## config.mk

```make
export PLATFORM = sky130hd
export DESIGN_NAME = tcdm_lrwait_queue
export DESIGN_NICKNAME = d
export VERILOG_FILES = /design/src/rtl/tcdm_lrwait_pkg.sv /design/src/rtl/tcdm_lrwait_queue_fifo.sv /design/src/rtl/tcdm_lrwait_queue.sv
export SDC_FILE = /design/constraint.sdc
export NUM_CORES = 1
export LEC_CHECK = 0
export ABC_AREA = 1
export BUFFER_PORTS_ARGS = -buffer_cell sky130_fd_sc_hd__buf_2
export CAP_MARGIN = 20
export CORE_ASPECT_RATIO = 1.2
export CORE_MARGIN = 8
export CORE_UTILIZATION = 30
export DETAILED_ROUTE_END_ITERATION = 10
export MAX_ROUTING_LAYER = met4
export PLACE_DENSITY_LB_ADDON = 0.05
export SYNTH_ARGS = -nofsm -noshare
export SYNTH_HDL_FRONTEND = slang
export SYNTH_SLANG_ARGS = --single-unit
```

## constraint.sdc

```tcl
create_clock -name clk_i -period 5.2 [get_ports clk_i]
set_clock_uncertainty 0.15 [all_clocks]
set_input_delay 0.26 -clock clk_i [delete_from_list [all_inputs] [get_ports clk_i]]
set_output_delay 0.26 -clock clk_i [all_outputs]
set_load 0.1 [all_outputs]
```

## src/rtl/tcdm_lrwait_pkg.sv

```systemverilog
// Shared types and constants for the per-bank LRWait/SCWait reservation queue.
package tcdm_lrwait_pkg;

    // Matches the LrWaitQueueSize override used by the MemPool cluster configuration.
    localparam int unsigned LrWaitQueueSize  = 8;
    localparam int unsigned DefaultMetaWidth = 16;

    function automatic int unsigned cnt_width(input int unsigned depth);
        return $clog2(depth) + 1;
    endfunction

    localparam int unsigned LrWaitCountWidth = cnt_width(LrWaitQueueSize);

    typedef enum logic [1:0] {
        IDLE     = 2'd0,
        GRANT    = 2'd1,
        RESERVED = 2'd2,
        BROKEN   = 2'd3
    } lrwait_state_e;

    typedef struct packed {
        logic [DefaultMetaWidth-1:0] meta;
    } lrwait_entry_t;

endpackage

```

## src/rtl/tcdm_lrwait_queue_fifo.sv

```systemverilog
// Metadata FIFO for the LRWait queue; fifo_v3-style interface with power-of-two depth.
// A push into a full FIFO is legal when a pop happens in the same cycle.
module tcdm_lrwait_queue_fifo #(
    parameter bit          FALL_THROUGH = 1'b0,
    parameter int unsigned DATA_WIDTH   = 16,
    parameter int unsigned DEPTH        = 8,
    localparam int unsigned PtrWidth    = $clog2(DEPTH),
    localparam int unsigned CntWidth    = $clog2(DEPTH) + 1
) (
    input  logic                  clk_i,
    input  logic                  rst_ni,
    input  logic                  flush_i,
    output logic                  full_o,
    output logic                  empty_o,
    output logic [CntWidth-1:0]   usage_o,
    input  logic [DATA_WIDTH-1:0] data_i,
    input  logic                  push_i,
    output logic [DATA_WIDTH-1:0] data_o,
    input  logic                  pop_i
);

    logic [DATA_WIDTH-1:0] mem_q [DEPTH];
    logic [PtrWidth-1:0]   wptr_q, rptr_q;
    logic [CntWidth-1:0]   cnt_q;

    assign usage_o = cnt_q;
    assign full_o  = (cnt_q == CntWidth'(DEPTH));
    assign empty_o = (cnt_q == '0);
    assign data_o  = (FALL_THROUGH && empty_o) ? data_i : mem_q[rptr_q];

    always_ff @(posedge clk_i or negedge rst_ni) begin
        if (!rst_ni) begin
            wptr_q <= '0;
            rptr_q <= '0;
            cnt_q  <= '0;
            for (int i = 0; i < int'(DEPTH); i++) mem_q[i] <= '0;
        end else if (flush_i) begin
            wptr_q <= '0;
            rptr_q <= '0;
            cnt_q  <= '0;
        end else begin
            if (push_i) begin
                mem_q[wptr_q] <= data_i;
                wptr_q        <= wptr_q + PtrWidth'(1);
            end
            if (pop_i) rptr_q <= rptr_q + PtrWidth'(1);
            unique case ({push_i, pop_i})
                2'b10:   cnt_q <= cnt_q + CntWidth'(1);
                2'b01:   cnt_q <= cnt_q - CntWidth'(1);
                default: cnt_q <= cnt_q;
            endcase
        end
    end

endmodule

```

## src/rtl/tcdm_lrwait_queue.sv

```systemverilog
// Per-bank LRWait/SCWait reservation queue; grants the reservation to the queue head.
// Optional head-reservation timeout is enabled by defining LRWAIT_TIMEOUT_EN.
//
// state    | meaning
// ---------+--------------------------------------------------------------
// IDLE     | queue empty, no reservation
// GRANT    | head may issue its LR read (grant_valid_o high)
// RESERVED | head holds a valid reservation on the queue address
// BROKEN   | head reservation invalidated by a store; its SC will fail
module tcdm_lrwait_queue
    import tcdm_lrwait_pkg::*;
#(
    parameter int unsigned QueueDepth    = LrWaitQueueSize,
    parameter int unsigned AddrWidth     = 32,
    parameter int unsigned MetaWidth     = 16,
    parameter int unsigned TimeoutCycles = 1024
) (
    input  logic                          clk_i,
    input  logic                          rst_ni,
    input  logic                          lr_valid_i,
    output logic                          lr_ready_o,
    input  logic [AddrWidth-1:0]          lr_addr_i,
    input  logic [MetaWidth-1:0]          lr_meta_i,
    output logic                          grant_valid_o,
    input  logic                          grant_ready_i,
    output logic [MetaWidth-1:0]          grant_meta_o,
    input  logic                          sc_valid_i,
    input  logic [AddrWidth-1:0]          sc_addr_i,
    input  logic [MetaWidth-1:0]          sc_meta_i,
    output logic                          sc_success_o,
    input  logic                          st_valid_i,
    input  logic [AddrWidth-1:0]          st_addr_i,
    output logic                          empty_o,
    output logic [$clog2(QueueDepth):0]   count_o
);

    localparam int unsigned CntW = cnt_width(QueueDepth);

    lrwait_state_e        state_q;
    logic [AddrWidth-1:0] addr_q;
    logic [MetaWidth-1:0] head_meta;
    logic [CntW-1:0]      usage;
    logic                 fifo_full, fifo_empty;
    logic                 push, pop, head_sc, timeout, remain, st_hit, holding;

    assign holding      = (state_q == RESERVED) || (state_q == BROKEN);
    assign head_sc      = sc_valid_i && holding && (sc_meta_i == head_meta);
    assign pop          = head_sc || timeout;
    assign lr_ready_o   = (!fifo_full || pop) && (fifo_empty || (lr_addr_i == addr_q));
    assign push         = lr_valid_i && lr_ready_o;
    assign remain       = push || (usage > CntW'(1));
    assign st_hit       = st_valid_i && (st_addr_i == addr_q);
    assign sc_success_o = sc_valid_i && (state_q == RESERVED) &&
                          (sc_addr_i == addr_q) && (sc_meta_i == head_meta);
    assign grant_meta_o = grant_valid_o ? head_meta : '0;
    assign empty_o      = fifo_empty;
    assign count_o      = usage;

    tcdm_lrwait_queue_fifo #(
        .FALL_THROUGH (1'b0),
        .DATA_WIDTH   (MetaWidth),
        .DEPTH        (QueueDepth)
    ) i_fifo (
        .clk_i   (clk_i),
        .rst_ni  (rst_ni),
        .flush_i (1'b0),
        .full_o  (fifo_full),
        .empty_o (fifo_empty),
        .usage_o (usage),
        .data_i  (lr_meta_i),
        .push_i  (push),
        .data_o  (head_meta),
        .pop_i   (pop)
    );

`ifdef LRWAIT_TIMEOUT_EN
    localparam int unsigned TimerW = $clog2(TimeoutCycles) + 1;
    logic [TimerW-1:0] timer_q;

    // Cleared while granting so it reads zero on the first RESERVED cycle.
    always_ff @(posedge clk_i or negedge rst_ni) begin
        if (!rst_ni) begin
            timer_q <= '0;
        end else if (state_q == GRANT) begin
            timer_q <= '0;
        end else if (holding) begin
            timer_q <= timer_q + TimerW'(1);
        end
    end

    assign timeout = holding && (timer_q == TimerW'(TimeoutCycles - 1));
`else
    assign timeout = 1'b0;
`endif

    always_ff @(posedge clk_i or negedge rst_ni) begin
        if (!rst_ni) begin
            state_q       <= IDLE;
            grant_valid_o <= 1'b0;
            addr_q        <= '0;
        end else begin
            if (push && fifo_empty) addr_q <= lr_addr_i;
            unique case (state_q)
                IDLE: begin
                    if (push) begin
                        state_q       <= GRANT;
                        grant_valid_o <= 1'b1;
                    end
                end
                GRANT: begin
                    if (grant_ready_i) begin
                        state_q       <= RESERVED;
                        grant_valid_o <= 1'b0;
                    end
                end
                RESERVED, BROKEN: begin
                    // A head pop takes priority over a same-cycle store hit.
                    if (pop) begin
                        state_q       <= remain ? GRANT : IDLE;
                        grant_valid_o <= remain;
                    end else if (state_q == RESERVED && st_hit) begin
                        state_q <= BROKEN;
                    end
                end
                default: begin
                    state_q       <= IDLE;
                    grant_valid_o <= 1'b0;
                end
            endcase
        end
    end

endmodule

```

======== Word level (Yosys, flattened, before mapping) ========
Cells that the tools add are included.
operators by class
  bitwise gates (word level) .............. 2
  eq/ne operators ......................... 14
  reductions and logical operators ........ 22
  muxes and demuxes ....................... 18
  order comparisons ....................... 4
  add/sub/neg operators ................... 4
operators by type and width
  cell                                                                              number
  128-bit bitwise mux                                                               1
  32-bit equality test                                                              3
  16-bit 2-to-1 mux                                                                 4
  16-bit binary-select mux with 3-bit select                                        1
  16-bit demux with 3-bit select                                                    1
  16-bit equality test                                                              1
  1-bit logical AND                                                                 11
  4-bit greater-or-equal comparator (second input constant)                         2
  2-bit 2-to-1 mux                                                                  4
  3-bit NOT with 4-bit output                                                       2
  4-bit case mux with 2 select lines                                                1
  3-bit by 1-bit adder with 3-bit output (second input constant)                    2
  2-bit equality test (second input constant)                                       3
  2-bit case mux with 3 select lines                                                1
  3-bit AND reduction                                                               2
  4-bit by 1-bit adder with 4-bit output (second input constant)                    1
  2-bit by 1-bit equality test with 1-bit output (second input constant)            2
  4-bit equality test (second input constant)                                       1
  4-bit by 1-bit greater-than comparator with 1-bit output (second input constant)  1
  4-bit logical NOT                                                                 1
  1-bit logical OR                                                                  4
  4-bit by 1-bit less-than comparator with 1-bit output (second input constant)     1
  1-bit 2-to-1 mux                                                                  4
  2-bit by 1-bit inequality test with 1-bit output (second input constant)          2
  other kinds (8)                                                                   8
storage, ports and cells
  output and inout bits ................... 24
  flip-flop bits (word level) ............. 173
  input bits .............................. 134

======== Depth between registers and ports, before layout ========
  word-level depth ........................ 13
  mapped depth ............................ 22
  gate-level depth less buffers ........... 19

======== Hierarchy ========
A second synthesis with hierarchy kept.
unflattened totals
  cell total of the unflattened synthesis .. 1283
  area total of the unflattened synthesis .. 9586.7 um^2
by module, submodules not included
  module                  instances  seq. area each (um^2)  cells an instance  area each (um^2)
  tcdm_lrwait_queue_fifo  1          3453.3                 780                6311.1
  tcdm_lrwait_queue       1          875.8                  503                3275.6

======== Worst setup path before layout ========
OpenSTA, ideal clock, no wires.
  kind .................................... reg2out
  start ................................... reg i_fifo.rptr_q[0]
  end ..................................... out sc_success_o
  arrival time ............................ 2712 ps
  cell stages (with the launch flop) ...... 15
  buffers on the path ..................... 3
  setup slack ............................. 2078 ps
  data required time ...................... 4790 ps
  cells stage by stage .................... dfrtp_1 buf_6 buf_6 buf_6 nand2_1 nand3_1 nand3_1 nand2_1 nand2_1 nand2_1 nor2_1 nand2_1 nor2_2 nand2_1 nor2_1
on the way
  longest elaborated chain between the ends .. 6
RTL lines
  what                                                   line                          source
  from (decl)                                            tcdm_lrwait_queue_fifo.sv:23  logic [PtrWidth-1:0] wptr_q, rptr_q;
  from (signal assigned)                                 tcdm_lrwait_queue_fifo.sv:46  if (pop_i) rptr_q <= rptr_q + PtrWidth'(1);
  3-bit NOT with 4-bit output (implied by the code)      tcdm_lrwait_queue_fifo.sv:29  assign data_o = (FALL_THROUGH && empty_o) ? data_i : mem_q[rptr_q];
  16-bit binary-select mux with 3-bit select             tcdm_lrwait_queue_fifo.sv:29
  16-bit 2-to-1 mux (implied by the code) (2 in series)  tcdm_lrwait_queue_fifo.sv:29
  16-bit equality test                                   tcdm_lrwait_queue.sv:54       (sc_addr_i == addr_q) && (sc_meta_i == head_meta);
  1-bit logical AND                                      tcdm_lrwait_queue.sv:54
  to (decl)                                              tcdm_lrwait_queue.sv:30       output logic sc_success_o,
No other way between the ends. The select of a mux whose other input is x is not followed.

======== Final worst setup path ========
  start ................................... reg i_fifo.rptr_q[0]
  end ..................................... reg addr_q[1]
on the way
  longest elaborated chain between the ends .. 10
RTL lines
  what                                                   line                          source
  3-bit NOT with 4-bit output (implied by the code)      tcdm_lrwait_queue_fifo.sv:29
  16-bit binary-select mux with 3-bit select             tcdm_lrwait_queue_fifo.sv:29
  16-bit 2-to-1 mux (implied by the code) (2 in series)  tcdm_lrwait_queue_fifo.sv:29
  16-bit equality test                                   tcdm_lrwait_queue.sv:47       assign head_sc = sc_valid_i && holding && (sc_meta_i == head_meta);
  1-bit logical AND                                      tcdm_lrwait_queue.sv:47
  1-bit logical OR                                       tcdm_lrwait_queue.sv:49       assign lr_ready_o = (!fifo_full || pop) && (fifo_empty || (lr_addr_i == addr_q));
  1-bit logical AND                                      tcdm_lrwait_queue.sv:49
  1-bit logical AND                                      tcdm_lrwait_queue.sv:50       assign push = lr_valid_i && lr_ready_o;
  1-bit logical AND                                      tcdm_lrwait_queue.sv:102      if (push && fifo_empty) addr_q <= lr_addr_i;
  to (signal assigned)                                   tcdm_lrwait_queue.sv:102
  to (decl)                                              tcdm_lrwait_queue.sv:40       logic [AddrWidth-1:0] addr_q;
No other way between the ends. The select of a mux whose other input is x is not followed.
A chain may end at the register's enable or synchronous reset.

==> flow_summary.yaml <==
worst_setup_path:
  r2r_cells: 19
  timing.rr.end: "addr_q[1]"
  r2r_start: "i_fifo.rptr_q[0]"
  worstSetupStartpointType: "flip-flop"
  path_class: "flip-flop to flip-flop"
  cp_data_arrival_time_ns: 4.20
  endpoint_kind: "flip-flop"
  worstSetupStartpoint: "i_fifo.rptr_q[0]"
  crit_end: "addr_q[1]"
  crit_path_max_fanout: 53
  worst-endpoint-required_ns: 5.34
  worst-r2r-setup-slack_ns: 1.14
routing:
  vias_per_cell: 4.58
  routedWlPerCell_um: 17.0
  drc: 0
  routed-via-count: 8785
  dr.pass1.iters: 4
  drt-initial-drc-count: 505
  wirelength_mm: 32.7
  antenna_left: 0
grt:
  grt_max_degree: 89
  grt_use_total: 0.176
  grt_pass1_wl_mm: 52.0
  grt_pass1_vias: 9052
  met2_usage: 0.284
  grtUsageMet3: 0.0308
  use_met1: 0.226
  grt_remaining_overflow: 0
  grt_most_used_layer: "met2"
  antenna_found_initial: 2
synthesis:
  syn_nets: 1477
  syn_area_sq_um: 9790
  async_reset_ff_frac: 1.00
  synth_cell_types: 42
  ys_seq_area_frac: 0.442
  netlist_instances: 1337
  synth_top_area_frac: 0.442
  avgSynthCellArea_sq_um: 7.33
  yosys-top-cells-area: "dfrtp_1 (44%), nand2_1 (15%), nand3_1 (6.1%)"
  synth_top_area_cell: "dfrtp_1"
  ys.flop_type: "dfrtp_1"
  synth_edf_count: 0
  ys_seq_elements: 173
  yosys_warnings: 0
placed_design:
  place_congestion: 0.833
  dp_hpwl_mm: 22.7
  io_buffers: 157
floorplanning:
  fp-row-count: 72
  initial_core_util: 0.305
  die_h_um: 214
  pin_count: 158
  core-area_sq_um: 32200
  dieArea_sq_um: 38700
  dieWidth_um: 181
run:
  drv_cap: 0
pwr:
  p_leak_nw: 6.13
  powerDensity_nw_per_um2: 487
  ir_drop_mv: 0.328
clocking:
  cts_resized: 0
  clkLatencyLatePin_ns: 0.44
  path_clk_slew_ns: 0.07
  cts_buffer_depth: 2
  cts_tree: "done"
  cts_setup_buffers: 0
  root_buffer: "clkbuf_16"
  htreeDepth: 4
  cts.sinks: 173
  cts_made_buffers: 17
timing:
  tightest_slew_ns: 0.933
  holdWs_ns: 0.0292
  finalHoldViolCount: 0
  setup_viol: 0
  max_slew_margin: 0.376
  drv_slew: 0
  max_freq_mhz: 246
  tns_ns: 0
  period_needed_ns: 4.06
  period_share: 0.781
  rsz0062_at_grt: "no"
finish:
  syn_to_final_growth_pct: 21.0
  final_nets: 1638
  drive_gt1_frac: 0.151
min_path:
  min_from: "lr_meta_i[1]"
  hold_path.class: "input port to flip-flop"
run_status:
  outcome: "finished, final reports clean"
==> area by class of cell <==
| class | count | area [sq um] |
|---|---|---|
| well taps | 407 | 509 |
| clock buffers | 20 | 467 |
| clock inverters | 12 | 134 |
| fillers | 3455 | 20300 |
| repair buffers | 207 | 1280 |
| flip-flops and latches | 173 | 4330 |
| inverters | 153 | 578 |
| multi-input cells | 946 | 4540 |
| diodes | 2 | 5.00 |
==> cells in the mapped netlist (2+ instances only) <==
master,n
o21ai_0,65
xor2_1,34
nor4_1,9
o21ai_1,26
clkbuf_1,26
xnor2_1,34
buf_2,26
a22o_1,3
nand3b_1,15
or2_2,7
nand2_1,398
buf_4,3
nor3b_1,3
inv_2,2
clkbuf_2,2
a21oi_2,5
o22ai_1,4
a21oi_1,56
buf_6,7
nor2_1,128
ha_1,6
nand3_1,119
nand2_2,4
nor2_2,2
inv_1,149
nand4_1,11
nor3_1,6
dfrtp_1,173
==> sequential cells by signal (all words and copies together), names as in the netlist <==
signal / flops
addr_q: 32
grant_valid_o: 1
i_fifo.mem_q: 128
i_fifo.rptr_q: 3
i_fifo.usage_o: 4
i_fifo.wptr_q: 3
state_q: 2
==> worst max-delay path, cell delays in order, from the launching register on <==
cell and delay, ns:
dfrtp_2 0.44, inv_4 0.46, nand2_1 0.10, nand2_1 0.09, nand2_1 0.05, nand3_1 0.14, nand2_1 0.08, nand2_1 0.06
nand2_1 0.04, nor2_1 0.17, nand2_1 0.09, nor2_2 0.16, nand3_2 0.18, nand2_2 0.13, nand3_4 0.14, clkinv_2 0.21
buf_4 0.29, nand2_2 0.57, nor2_1 0.27, a21oi_1 0.06
==> cell usage in the layout, fill, tap and decap left out, drive strengths merged <==
master,n
clkbuf,20
or2,7
a221oi,1
a22oi,1
xnor2,34
inv,155
nor2,131
o22ai,4
nand2,402
ha,6
o31ai,1
bufinv,2
nand3b,15
o2111ai,1
o21ai,91
a21oi,61
nand3,121
buf,170
a22o,3
clkinvlp,2
nor3,6
o211ai,1
nor3b,3
dfrtp,173
diode,2
nor4,9
a211oi,1
xor2,34
and2,1
dlygate4sd3,37
nand4,11
clkinv,6
o221ai,1
==> timing repair <==
item,CTS,global route
hold buffers,37,0
endpoints found under the hold margin,126,0
endpoints found under the setup margin,0,0
==> power breakdown <==
part / total [W] / switching, W / leakage, nW / internal [W]
Sequential: 0.00225 / 0.000370 / 2.07 / 0.00188
Clock: 0.00134 / 0.000589 / 0.293 / 0.000751
Combinational: 0.00218 / 0.00143 / 3.76 / 0.000744
Total: 0.00577 / 0.00239 / 6.13 / 0.00338
==> metal layers <==
metal  part of all wire  wire [um]
met5                  0          0
met2               0.47      15400
met1               0.48      15700
met3              0.033       1090
met4              0.017        570
==> metrics by stage <==
step,total power (W),cells,utilization,cell area [sq um],setup WS [ns]
2_1_floorplan,0.00385,1337,-,9790,2.08
3_3_place_gp,0.00444,1849,0.338,10900,1.12
3_5_place_dp,0.00447,1849,0.338,10900,1.02
4_1_cts,0.00587,1918,0.368,11800,1.01
5_1_grt,0.00625,1920,0.369,11900,0.622
6_report,0.00577,1920,0.369,11900,1.14
==> how the worst min path moves through the flow <==
| stage | slack, ns | end | cells after the start |
|---|---|---|---|
| 2_1_floorplan | -0.19 | addr_q[0] | 0 |
| 3_3_place_gp | 0.25 | addr_q[13] | 1 |
| 3_5_place_dp | 0.25 | addr_q[13] | 1 |
| 4_1_cts | 0.0008 | i_fifo.mem_q[1] | 3 |
| 5_1_grt | 0.02 | i_fifo.mem_q[113] | 3 |
| 6_report | 0.03 | i_fifo.mem_q[1] | 3 |
==> logic make-up after synthesis <==
group                    count (synthesis)  synth area share
adder cells (fa/ha/maj)                  6           0.00766
AND/OR/NAND/NOR                        706             0.305
buffers and inverters                  218            0.0940
flip-flops                             173             0.442
AO/OA/AOI/OAI                          166            0.0906
XOR/XNOR                                68            0.0608
Note: power is estimated with default switching activity, not from simulation.
